`config.mk`:
```
export PLATFORM = sky130hd
export DESIGN_NAME = char_stream_loader
export DESIGN_NICKNAME = d
export VERILOG_FILES = /design/src/rtl/char_loader_pkg.sv /design/src/rtl/char_filter.sv /design/src/rtl/char_stream_loader.sv
export SDC_FILE = /design/constraint.sdc
export NUM_CORES = 1
export LEC_CHECK = 0
export CORE_MARGIN = 2
export CORE_UTILIZATION = 47
export CTS_CLUSTER_SIZE = 10
export DETAILED_ROUTE_END_ITERATION = 16
export GPL_ROUTABILITY_DRIVEN = 0
export PLACE_DENSITY = 0.95
export SKIP_LAST_GASP = 1
export SYNTH_ARGS = -nofsm -noshare
export SYNTH_HDL_FRONTEND = slang
export SYNTH_HIERARCHICAL = 1
export SYNTH_SLANG_ARGS = --single-unit
```
`constraint.sdc`:
```
create_clock -name clock -period 3.34 [get_ports clock]
set_input_delay 1.002 -clock clock [delete_from_list [all_inputs] [get_ports clock]]
set_output_delay 1.002 -clock clock [all_outputs]
set_load 0.01 [all_outputs]
```
`src/rtl/char_loader_pkg.sv`:
```
// Shared types and constants for the character stream loader and its memory mux.
// Optional feature macro: CHAR_LOADER_UPPERCASE_EN (see char_filter).
package char_loader_pkg;

  typedef enum logic [1:0] {
    ST_IDLE = 2'd0,
    ST_LOAD = 2'd1,
    ST_TERM = 2'd2,
    ST_DONE = 2'd3
  } loader_state_t;

  localparam logic [7:0] CHAR_MIN = 8'h20;
  localparam logic [7:0] CHAR_MAX = 8'h7E;

  localparam int unsigned DEFAULT_BASE_ADDR = 1500;
  localparam int unsigned DEFAULT_BUF_LEN   = 108;

  localparam int unsigned CHAR_W  = 8;
  localparam int unsigned COUNT_W = 8;
  localparam int unsigned DATA_W  = 32;

endpackage

```
`src/rtl/char_filter.sv`:
```
// Printable-character classifier with optional lower-to-upper case fold.
// Fold is enabled by defining CHAR_LOADER_UPPERCASE_EN; otherwise bytes pass unchanged.
module char_filter
  import char_loader_pkg::*;
(
  input  logic [CHAR_W-1:0] data,
  output logic              keep_c,
  output logic [CHAR_W-1:0] char_c
);

  always_comb begin
    keep_c = (data >= CHAR_MIN) && (data <= CHAR_MAX);
    char_c = data;
`ifdef CHAR_LOADER_UPPERCASE_EN
    if ((data >= 8'h61) && (data <= 8'h7A)) begin
      char_c = data - 8'h20;
    end
`else
`endif
  end

endmodule

```
`src/rtl/char_stream_loader.sv`:
```
// Loads a filtered byte stream into processor RAM as 32-bit words with a zero terminator.
// Define CHAR_LOADER_UPPERCASE_EN to store lower-case letters as upper case.
module char_stream_loader
  import char_loader_pkg::*;
#(
  parameter int unsigned BASE_ADDR = DEFAULT_BASE_ADDR,
  parameter int unsigned BUF_LEN   = DEFAULT_BUF_LEN,
  parameter int unsigned ADDR_W    = 12
) (
  input  logic               clock,
  input  logic               reset_n,
  input  logic               start,
  input  logic               in_valid,
  input  logic [CHAR_W-1:0]  in_data,
  input  logic               in_last,
  output logic               in_ready,
  output logic               mem_we,
  output logic [ADDR_W-1:0]  mem_addr,
  output logic [DATA_W-1:0]  mem_data,
  output logic [COUNT_W-1:0] char_count,
  output logic               proc_hold,
  output logic               done,
  output logic               truncated
);

  loader_state_t      state;
  loader_state_t      state_nxt;
  logic [COUNT_W-1:0] count_nxt;
  logic               trunc_nxt;
  logic               we_nxt;
  logic [ADDR_W-1:0]  addr_nxt;
  logic [DATA_W-1:0]  data_nxt;

  logic               keep_c;
  logic [CHAR_W-1:0]  char_c;
  logic               room_c;
  logic               accept_c;
  logic               fills_c;
  logic [ADDR_W-1:0]  slot_addr_c;

  char_filter u_filter (
    .data   (in_data),
    .keep_c (keep_c),
    .char_c (char_c)
  );

  assign room_c      = 32'(char_count) < BUF_LEN;
  assign fills_c     = (32'(char_count) + 32'd1) == BUF_LEN;
  assign in_ready    = (state == ST_LOAD) && room_c && !start;
  assign accept_c    = in_valid && in_ready;
  assign slot_addr_c = ADDR_W'(BASE_ADDR) + ADDR_W'(char_count);
  assign proc_hold   = (state == ST_LOAD) || (state == ST_TERM) || mem_we;
  // done waits until the last RAM write has left the bus
  assign done        = (state == ST_DONE) && !mem_we;

  // Next-state, counter and write-register logic; start aborts from any state
  always_comb begin
    state_nxt = state;
    count_nxt = char_count;
    trunc_nxt = truncated;
    we_nxt    = 1'b0;
    addr_nxt  = mem_addr;
    data_nxt  = mem_data;
    if (start) begin
      state_nxt = ST_LOAD;
      count_nxt = '0;
      trunc_nxt = 1'b0;
    end else begin
      case (state)
        ST_LOAD: begin
          if (accept_c) begin
            if (keep_c) begin
              we_nxt    = 1'b1;
              addr_nxt  = slot_addr_c;
              data_nxt  = DATA_W'(char_c);
              count_nxt = char_count + COUNT_W'(1);
            end
            if (in_last) begin
              state_nxt = ST_TERM;
            end else if (keep_c && fills_c) begin
              state_nxt = ST_TERM;
              trunc_nxt = 1'b1;
            end
          end
        end
        ST_TERM: begin
          if (room_c) begin
            we_nxt   = 1'b1;
            addr_nxt = slot_addr_c;
            data_nxt = '0;
          end
          state_nxt = ST_DONE;
        end
        ST_IDLE: ;
        ST_DONE: ;
        default: state_nxt = ST_IDLE;
      endcase
    end
  end

  always_ff @(posedge clock or negedge reset_n) begin
    if (!reset_n) begin
      state      <= ST_IDLE;
      char_count <= '0;
      truncated  <= 1'b0;
      mem_we     <= 1'b0;
      mem_addr   <= '0;
      mem_data   <= '0;
    end else begin
      state      <= state_nxt;
      char_count <= count_nxt;
      truncated  <= trunc_nxt;
      mem_we     <= we_nxt;
      mem_addr   <= addr_nxt;
      mem_data   <= data_nxt;
    end
  end

endmodule
```
==> impl_results.md, run 1 <==
- Share of layout cells above drive strength 1: 9.09%
- Synth top area share: between 40% and 50%
- Top-count cell post-synth: buf_4
- Unrepaired setup endpoints after global routing: false
- Cells on worst reg2reg path: 5
- Post-DP Area: roughly 2200 um2
- Cells after synthesis: around 190
- Hold Vio Cnt, Final: 0
- Crit end category: output pin
- # setup viols final: 0
- Status: complete, no violations
- Critical Path, Cell by Cell: clkdlybuf4s50_1 > nor2_1 > and3_1 > dlymetal6s2s_1
- Global route overflow: 0
- DR vias/cell: 4.99
- Delay-heaviest family, CP: buffers and inverters
- Clock Sinks: 31
- Die footprint: 4420 um2
- Critical path required time: roughly 2.3 ns
- Die X: 66.5 um
- Largest area contributor in the netlist: dfrtp_1
- Via count: roughly 1.4k
- Main synth FF type: dfrtp_1
- Critical Path Slowest Stage Cell: clkdlybuf4s50_1
- Nets: between 200 and 250
- H-tree Lvls: 2
- Async SR Flop Fraction: 100%
- Post-CTS Setup Repair Bufs: 0
- Filler cells: roughly 330
- Core footprint: about 3700 um2
- Synth area leaders: dfrtp_1 (42%), buf_4 (15%), nand2_1 (4.5%), o21ai_0 (4.4%), ha_1 (4.1%)
- Starting Density: between 40% and 50%
- MaxCap Viol Count: 0
- Startpoint class of the critical path: primary input
- Maximum VDD drop: 0.300 mV
- Crit path kind: in2out
- Design Area, Final: around 2300 um2
- Synth warn: 6
- CTS tree: yes
- Vias in the first global route: ~1.3k
- Yosys reg bits: 31
- Min-Delay Path Class: reg2reg
- First-pass GRT wire length: 6.04 mm
- DRT Pass-1 Iters: 4
- Fmax: ~0.35 GHz
- Number of routed nets with antenna violations: 0
- Initial antenna violation count: 0
- Mean Syn Cell Area: 9.60 um2
- Antenna diode count: 0
- Number of synthesized flops with an enable pin: 0
- Initial detailed-routing violation count: 47
- Synthesis-to-finish area growth: 23.6%
- Mapped Area: approximately 1800 um2
- Fin crit share: between 80% and 90%
- Clock slew at reported path FFs: around 0.060 ns
- CTS max path bufs: 2
- I/O pin count: 70
- Standard-cell rows: 22
- CP Depth: 4
- Seq/Total Area, Yosys: ~42%
- DR WL/cell: 13.0 um
- Hold path cells: 2
- CP max FO: 2
- Routed WL: 3.63 mm
- IO buf count: between 40 and 50
- DPL Wire Length: approximately 2.7 mm
- Final Slew Violations: 0
- PD cells: about 560 nW/um2
- Tmin final: between 2 and 3 ns
- TritonCTS Buffers: 5
- Hold_buf cts: 0
- Yosys cell types: between 40 and 50
- CP max stage delay: 0.42 ns
- DRC Markers: 0
- WP buf/inv: 2
- Root Buffer: clkbuf_8
- Static Leak: 1.05 nW
- Largest net degree at the start of global routing: 33
- Clock Skews: 0.00334 ns
- Top cells by count, synth: buf_4 (36), dfrtp_1 (31), nand2_1 (22)
- Clock Latency Late Sink: 0.28 ns
- GRT Util Overall: 18.1%
- Die Ht: 66.5 um
- Final setup TNS: 0 ns
- Worst EP arrival: about 1.9 ns
path summary, 6_finish.rpt:
check,startpoint,to,slack (ns)
max in group asynchronous,reset_n,mem_addr[8]$_DFFE_PN0P_,1.94
setup reg to reg,char_count[2]$_DFFE_PN0P_,state[0]$_DFFE_PN0P_,1.14
min in group asynchronous,reset_n,mem_data[3]$_DFFE_PN0P_,1.12
hold reg to reg,mem_addr[4]$_DFFE_PN0P_,mem_addr[4]$_DFFE_PN0P_,0.48
hold / removal,mem_addr[4]$_DFFE_PN0P_,mem_addr[4]$_DFFE_PN0P_,0.48
setup / recovery,start,in_ready,0.44
through the flow:
step	util [%]	total power, mW	instances	hold slack (ns)	setup WS, ns
2_1_floorplan	-	0.758	215	0.504	0.829
3_3_place_gp	58.8	0.989	271	0.452	0.0875
3_5_place_dp	58.8	1.01	271	0.472	0.0656
4_1_cts	60.9	1.29	279	0.486	0.0533
5_1_grt	61.0	1.36	279	0.511	0.380
6_report	61.0	1.27	279	0.477	0.442
layer usage:
metal  part of all wire (%)  GRT usage, %  wire length, um  vias to the layer above
met2                     49          30.8             1770                       64
met5                      0             0                0                        -
li1                       -             -                -                      667
met4                   0.80          4.08               29                        0
met1                     42          22.2             1530                      658
met3                    8.2          6.08              298                        3
layout by cell type, fill, tap and decap left out, types with 2 or more instances in the layout:
cell | Yosys | final
xor2_1 | 3 | 3
and3_1 | 2 | 2
clkdlybuf4s50_1 | 0 | 43
inv_1 | 9 | 9
buf_4 | 36 | 6
xnor2_1 | 2 | 2
nor4_1 | 2 | 2
a41oi_1 | 2 | 2
dfrtp_1 | 31 | 31
clkbuf_1 | 6 | 2
a21oi_1 | 4 | 4
conb_1 | 1 | 25
nand2b_1 | 2 | 2
nor3_1 | 2 | 2
a21o_1 | 2 | 2
and4_1 | 2 | 2
mux2_2 | 2 | 2
nand2_1 | 22 | 22
nor4b_1 | 3 | 3
nand3_1 | 2 | 2
ha_1 | 6 | 6
nor2_1 | 8 | 8
o21ai_0 | 16 | 16
nor2b_1 | 4 | 4
or3_1 | 2 | 2
clkbuf_8 | 0 | 5
worst reg2reg max path, delay by kind of cell (launching register included):
kind            cells  cell delay, ns
flops               1            0.49
fa+ha+maj           1            0.30
simple gates        2            0.51
compound gates      2            0.79
sequential cells by signal (all words and copies together), names as in the netlist:
name and count:
char_count 8, mem_addr 11, mem_data 8, mem_we 1
state 2, truncated 1
power breakdown:
part	switching [mW]	internal [mW]	total (mW)
clock network	0.127	0.146	0.273
logic	0.202	0.259	0.462
registers	0.0563	0.478	0.534
total	0.386	0.883	1.27
kinds of logic after synthesis:
logic type | synth area share, %
compound gates | 14.3
xor+xnor | 2.39
mux | 1.77
fa+ha+maj | 4.09
buf+inv | 18.0
flops | 42.3
simple gates | 17.0
other cells | 0.204
repair_timing:
item,4_1_cts,5_1_grt
endpoints found under the hold margin,0,0
endpoints found under the setup margin,0,1
resized for setup,0,1
layout make-up:
| cell class | instances | area (um2) | share of cell area [%] |
|---|---|---|---|
| well taps | 48 | 60.1 | 2.65 |
| multi-input cells | 132 | 825 | 36.4 |
| clock buffers | 7 | 76.3 | 3.37 |
| flip-flops and latches | 31 | 776 | 34.2 |
| inverters | 10 | 37.5 | 1.66 |
| clock inverters | 1 | 5.00 | 0.221 |
| repair buffers | 50 | 488 | 21.5 |
Power figures use the tool's default switching activity.
==> inputs of run 2 (changes only) <==
--- a/config.mk
+++ b/config.mk
@@ -11,6 +11,8 @@
 export DETAILED_ROUTE_END_ITERATION = 16
 export GPL_ROUTABILITY_DRIVEN = 0
 export PLACE_DENSITY = 0.95
+export RECOVER_POWER = 50
+export SETUP_SLACK_MARGIN = 0.15
 export SKIP_LAST_GASP = 1
 export SYNTH_ARGS = -nofsm -noshare
 export SYNTH_HDL_FRONTEND = slang
==> run 2 against run 1 <==
Net effect: combinational power shrank 5.8%; final area is 0.50% lower; sequential share of layout area is 0.17 points higher; highest routed layer unchanged; power fell by 2.4%; the run now ends with max-capacitance violations, max-slew violations left; clock power about the same; clock skew is essentially flat; critical path depth unchanged.
==> impl_results.md, run 2 (synthesis results as in run 1) <==
- Filler cells: 339 (was 333)
- Critical path required time: 2.34 ns (about the same)
- Initial detailed-routing violation count: 41 (was 47)
- Status: finished with violations (was complete, no violations)
- Largest net degree at the start of global routing: 33 (unchanged)
- Switching share of total power: 30.9% (was 30.4%)
- Core footprint: 3720 um2 (unchanged)
- TritonCTS Buffers: 5 (unchanged)
- Startpoint class of the critical path: primary input (unchanged)
- Tmin final: 3.01 ns (was 2.90 ns)
- Clock Sinks: 31 (unchanged)
- Total power: 1.24 mW (was 1.27 mW)
- Final setup TNS: 0 ns (unchanged)
- Critical Path, Cell by Cell: clkdlybuf4s50_1 > nor2_1 > and3_1 > dlygate4sd2_1 (was clkdlybuf4s50_1 > nor2_1 > and3_1 > dlymetal6s2s_1)
- I/O pin count: 70 (unchanged)
- Antenna diode count: 0 (unchanged)
- Root Buffer: clkbuf_8 (unchanged)
- Static Leak: 1.06 nW (was 1.05 nW)
- Int Power: 0.856 mW (was 0.883 mW)
- CP max FO: 2 (unchanged)
- Global route overflow: 0 (unchanged)
- Slew HR: -9.40%
- Top flop regs: mem_addr x11, char_count x8, mem_data x8 (unchanged)
- Starting Density: 49.4% (unchanged)
- Clock slew at reported path FFs: 0.06 ns (about the same)
- Comb pwr share: 35.1% (was 36.4%)
- Commonest non-fill, non-tap cell in the layout: dfrtp_1 (was clkdlybuf4s50_1)
- Crit end category: output pin (unchanged)
- Clk pwr share: 22.0% (was 21.5%)
- Min-Delay Path Class: reg2reg (unchanged)
- Vias in the first global route: 1328 (unchanged)
- Crit path kind: in2out (unchanged)
- Clock Skews: 0.00315 ns (was 0.00334 ns)
- DR vias/cell: 5.02 (was 4.99)
- MaxCap Viol Count: 1 (was 0)
- CTS tree: yes (unchanged)
- Footprint of the multi-input gates: 825 um2 (unchanged)
- Clock Latency Late Sink: 0.28 ns (about the same)
- Unrepaired setup endpoints after global routing: false (unchanged)
- Die footprint: 4420 um2 (unchanged)
- DRC Markers: 0 (unchanged)
- DPL Wire Length: 2.68 mm (unchanged)
- Standard-cell rows: 22 (unchanged)
- CTS max path bufs: 2 (unchanged)
- Final Slew Violations: 32 (was 0)
- Via count: 1401 (was 1392)
- Critical Path Slowest Stage Cell: clkdlybuf4s50_1 (unchanged)
- # setup viols final: 0 (unchanged)
- DRT Pass-1 Iters: 4 (unchanged)
- Initial antenna violation count: 0 (unchanged)
- Synthesis-to-finish area growth: 23.0% (was 23.6%)
- Reg area: 776 um2 (unchanged)
- IO buf count: 44 (unchanged)
- H-tree Lvls: 2 (unchanged)
- Max reg flops: 11 (unchanged)
- Largest register by flop count: mem_addr (unchanged)
- Share of layout cells above drive strength 1: 8.23% (was 9.09%)
- Fin crit share: 90.1% (was 86.8%)
- DR WL/cell: 13.0 um (about the same)
- Seq pwr share: 42.9% (was 42.1%)
- Die X: 66.5 um (unchanged)
- First-pass GRT wire length: 6.04 mm (unchanged)
- Number of routed nets with antenna violations: 0 (unchanged)
- Sw Pwr: 0.383 mW (was 0.386 mW)
- Die Ht: 66.5 um (unchanged)
- Nets: 249 (unchanged)
- Hold Vio Cnt, Final: 0 (unchanged)
- Routed WL: 3.64 mm (was 3.63 mm)
- CP max stage delay: 0.42 ns (about the same)
- Actual slew at the worst max-slew pin: around 1.6 ns
- Maximum VDD drop: 0.298 mV (was 0.300 mV)
- Failing checks: max-capacitance violations, max-slew violations
- PD cells: 549 nW/um2 (was 560 nW/um2)
- Fmax: 0.332 GHz (was 0.345 GHz)
- Worst EP arrival: 2.01 ns (was 1.90 ns)
- Most frequent cells in the layout: dfrtp_1 (31), clkdlybuf4s50_1 (27), conb_1 (25) (was clkdlybuf4s50_1 (43), dfrtp_1 (31), conb_1 (25))
- Hold_buf cts: 0 (unchanged)
- GRT Util Overall: 18.1% (unchanged)
## run 2: per-stage QoR
stage	cell area (um2)	util [%]	setup slack, ns	hold WS [ns]	std cells
final	2260	60.7	0.332	0.473	279
after floorplan	1920	-	0.829	0.504	215
after CTS	2260	60.9	0.326	0.486	279
after detailed placement	2180	58.8	0.0656	0.472	271
after global placement	2180	58.8	0.0875	0.452	271
after global routing	2260	60.7	0.273	0.509	279
## run 2: path summary, 6_finish.rpt
kind                       cells past startpoint                      end                      start  slack, ns
min reg2reg                                    2  mem_addr[6]$_DFFE_PN0P_    mem_addr[6]$_DFFE_PN0P_       0.47
min in group asynchronous                      2  mem_data[3]$_DFFE_PN0P_                    reset_n       1.68
min                                            2  mem_addr[6]$_DFFE_PN0P_    mem_addr[6]$_DFFE_PN0P_       0.47
max reg2reg                                    5     state[0]$_DFFE_PN0P_  char_count[2]$_DFFE_PN0P_       1.14
max in group asynchronous                      2  mem_addr[8]$_DFFE_PN0P_                    reset_n       0.71
max                                            4                 in_ready                      start       0.33
## run 2: timing repair
action                                  CTS  global route
endpoints found under the setup margin    1             0
gates resized for setup                   1             0
buffers inserted                          0             0
## run 2: cell type report
cell class	instances	area share, %
clock inverter	1	0.222
tap	48	2.66
multi-input combinational	132	36.6
sequential	31	34.4
clock buffer	7	3.38
timing repair buffer	50	21.1
inverter	10	1.66
## run 2: power groups by stage
stage	clock, mW	sequential (mW)	combinational, mW
after floorplan	0	0.585	0.173
after global placement	0	0.535	0.454
after detailed placement	0	0.541	0.469
after CTS	0.284	0.535	0.469
after global routing	0.305	0.546	0.483
final	0.273	0.531	0.435
## run 2: critical path, delay by kind of cell
kind	cells	cell delay (ns)
AND/OR/NAND/NOR	2	0.32
buffers and inverters	2	0.69
## run 2: per-layer routing
metal	up-vias	part of all wire, %	global-route usage, %	routed length, um
met5	-	0	0	0
met4	0	0.80	4.08	29
met3	3	8.6	6.08	312
met2	63	49	30.8	1770
met1	666	42	22.2	1530
li1	669	-	-	-
==> inputs of run 3 (changes only) <==
--- a/config.mk
+++ b/config.mk
@@ -7,9 +7,10 @@
 export LEC_CHECK = 0
 export CORE_MARGIN = 2
 export CORE_UTILIZATION = 47
+export CTS_CLUSTER_DIAMETER = 50
 export CTS_CLUSTER_SIZE = 10
 export DETAILED_ROUTE_END_ITERATION = 16
-export GPL_ROUTABILITY_DRIVEN = 0
+export GPL_TIMING_DRIVEN = 0
 export PLACE_DENSITY = 0.95
 export RECOVER_POWER = 50
 export SETUP_SLACK_MARGIN = 0.15
==> run 3 against run 2 <==
Net effect: global-route usage rose by 1.7 points; sequential share of layout area down 3.8 points; clock power grew 3%; combinational power rose by 6.9%; register-to-register slack got worse by 0.17 ns; power up 3.1%; fmax is 3.1% lower; sequential power about the same; hold slack got worse by 0.0023 ns; die area stayed put; the run still ends with max-capacitance violations, max-slew violations left; clock skew up 0.0026 ns; final cell count grew 14%.
==> impl_results.md, run 3 (synthesis results as in run 1) <==
- Status: finished with violations (unchanged)
- Failing checks: max-capacitance violations, max-slew violations (unchanged)
- DR WL met2: 1.98 mm (was 1.77 mm)
- GRT Util Overall: 19.8% (was 18.1%)
- Worst EP arrival: 2.10 ns (was 2.01 ns)
- Antenna diode count: 0 (unchanged)
- Wl on met1: 1.58 mm (was 1.53 mm)
- Largest register by flop count: mem_addr (unchanged)
- Initial detailed-routing violation count: 93 (was 41)
- CTS max path bufs: 2 (unchanged)
- CP max stage delay: 0.48 ns (was 0.42 ns)
- Standard-cell rows: 22 (unchanged)
- Die Ht: 66.5 um (unchanged)
- Clock Latency Late Sink: 0.29 ns (was 0.28 ns)
- Via count: 1514 (was 1401)
- Global route overflow: 0 (unchanged)
- Slew HR: -7.61% (was -9.40%)
- Initial antenna violation count: 0 (unchanged)
- Most frequent cells in the layout: buf_4 (39), dfrtp_1 (31), clkdlybuf4s50_1 (27) (was dfrtp_1 (31), clkdlybuf4s50_1 (27), conb_1 (25))
- Final setup TNS: 0 ns (unchanged)
- Tmin final: 3.10 ns (was 3.01 ns)
- CP startpoint: start (unchanged)
- TritonCTS Buffers: 5 (unchanged)
- Commonest non-fill, non-tap cell in the layout: buf_4 (was dfrtp_1)
- MaxCap Viol Count: 1 (unchanged)
- Clock Sinks: 31 (unchanged)
- Fin crit share: 92.9% (was 90.1%)
- Max layer used: met4 (unchanged)
- DR vias/cell: 4.76 (was 5.02)
- Met3 routed WL: 316 um (was 312 um)
- CTS tree: yes (unchanged)
- Maximum VDD drop: 0.278 mV (was 0.298 mV)
- Fin util: 68.2% (was 60.7%)
- Die footprint: 4420 um2 (unchanged)
- Crit end category: output pin (unchanged)
- Clock Skews: 0.00575 ns (was 0.00315 ns)
- Min-Delay Path Class: reg2reg (unchanged)
- Hold Startpoint: mem_addr[4]$_DFFE_PN0P_ (was mem_addr[6]$_DFFE_PN0P_)
- Design Area, Final: 2530 um2 (was 2260 um2)
- Hold Vio Cnt, Final: 0 (unchanged)
- DR WL/cell: 12.4 um (was 13.0 um)
- I/O pin count: 70 (unchanged)
- First-pass GRT wire length: 6.47 mm (was 6.04 mm)
- Root Buffer: clkbuf_8 (unchanged)
- Synthesis-to-finish area growth: 38.1% (was 23.0%)
- PD cells: 504 nW/um2 (was 549 nW/um2)
- IO buf count: 44 (unchanged)
- Crit path kind: in2out (unchanged)
- Core footprint: 3720 um2 (unchanged)
- Startpoint class of the critical path: primary input (unchanged)
- Top flop regs: mem_addr x11, char_count x8, mem_data x8 (unchanged)
- Vias in the first global route: 1391 (was 1328)
- Number of routed nets with antenna violations: 0 (unchanged)
- Hold_buf cts: 0 (unchanged)
- WP buf/inv: 2 (unchanged)
- Nets: 288 (was 249)
- Actual slew at the worst max-slew pin: 1.61 ns (was 1.64 ns)
- Critical path required time: 2.34 ns (about the same)
- Unrepaired setup endpoints after global routing: false (unchanged)
- Final RePlAce weighted congestion: around 0.86
- Routed WL: 3.94 mm (was 3.64 mm)
- DPL Wire Length: 2.93 mm (was 2.68 mm)
- Largest net degree at the start of global routing: 32 (was 33)
- Filler cells: 313 (was 339)
- Fmax: 0.322 GHz (was 0.332 GHz)
- Critical Path Slowest Stage Cell: clkdlybuf4s50_1 (unchanged)
- Reg-to-Reg Start: char_count[2]$_DFFE_PN0P_ (unchanged)
- Die X: 66.5 um (unchanged)
- Clock slew at reported path FFs: 0.06 ns (about the same)
- CP max FO: 3 (was 2)
- Hold Worst Slack: 0.471 ns (was 0.473 ns)
- DRT Pass-1 Iters: 4 (unchanged)
- Share of layout cells above drive strength 1: 20.4% (was 8.23%)
- Static Leak: 1.25 nW (was 1.06 nW)
- Critical Path, Cell by Cell: clkdlybuf4s50_1 > nor2_4 > and3_4 > dlygate4sd2_1 (was clkdlybuf4s50_1 > nor2_1 > and3_1 > dlygate4sd2_1)
- Max reg flops: 11 (unchanged)
- H-tree Lvls: 2 (unchanged)
- Post-DP Area: 2420 um2 (was 2180 um2)
- Final Slew Violations: 32 (unchanged)
- Starting Density: 49.4% (unchanged)
- # setup viols final: 0 (unchanged)
- Delay-heaviest family, CP: buffers and inverters (unchanged)
- DRC Markers: 0 (unchanged)
==> run 3: cell count changes in the layout (fill, tap and decap cells not counted) <==
cell	delta
and3_1	-1
dlygate4sd3_1	-1
nor2_1	-1
o2111ai_1	+1
clkbuf_1	+5
nor2_4	+1
and3_4	+1
buf_4	+35
o2111ai_2	-1
==> run 3: layout make-up <==
class	count	area, um2	area share (%)
multi-input cells	132	831	32.8
flip-flops and latches	31	776	30.6
repair buffers	47	455	18.0
plain buffers	42	293	11.6
clock buffers	7	76.3	3.01
well taps	48	60.1	2.37
inverters	10	37.5	1.48
clock inverters	1	5.00	0.198
==> run 3: stage by stage <==
stage	total power [mW]	std cells	setup WS, ns
2_1_floorplan	0.758	215	0.829
3_3_place_gp	1.02	307	-0.232
3_5_place_dp	1.04	307	-0.213
4_1_cts	1.32	316	0.253
5_1_grt	1.37	318	0.187
6_report	1.28	318	0.236
==> run 3: timing repair <==
action,CTS,global route
pin swaps,1,1
setup buffers,1,2
setup endpoints to repair,1,1
resized for setup,4,0
==> run 3: tightest hold or removal path: cells and delay by family (launching register included) <==
family	cells	cell delay, ns
DFF	1	0.34
AOI/OAI and AO/OA	1	0.06
and+or+nand+nor	1	0.04
==> run 3: power by group <==
group	leakage, nW	switching, mW	internal [mW]
logic	0.810	0.210	0.254
clock network	0.0422	0.134	0.146
registers	0.395	0.0550	0.478
==> run 3: metal layers <==
layer | GRT usage [%] | up-vias
li1 | - | 748
met1 | 23.1 | 694
met2 | 33.9 | 64
met3 | 5.91 | 8
met4 | 7.65 | 0
met5 | 0 | -
==> run 3: final timing paths <==
check	end	slack, ns	cells past startpoint
worst max-delay path	in_ready	0.24	4
worst min-delay path	mem_addr[4]$_DFFE_PN0P_	0.47	2
worst max register to register	mem_addr[9]$_DFFE_PN0P_	0.97	6
worst min register to register	mem_addr[4]$_DFFE_PN0P_	0.47	2
max in group asynchronous	mem_addr[10]$_DFFE_PN0P_	1.28	1
min in group asynchronous	mem_data[3]$_DFFE_PN0P_	1.11	1
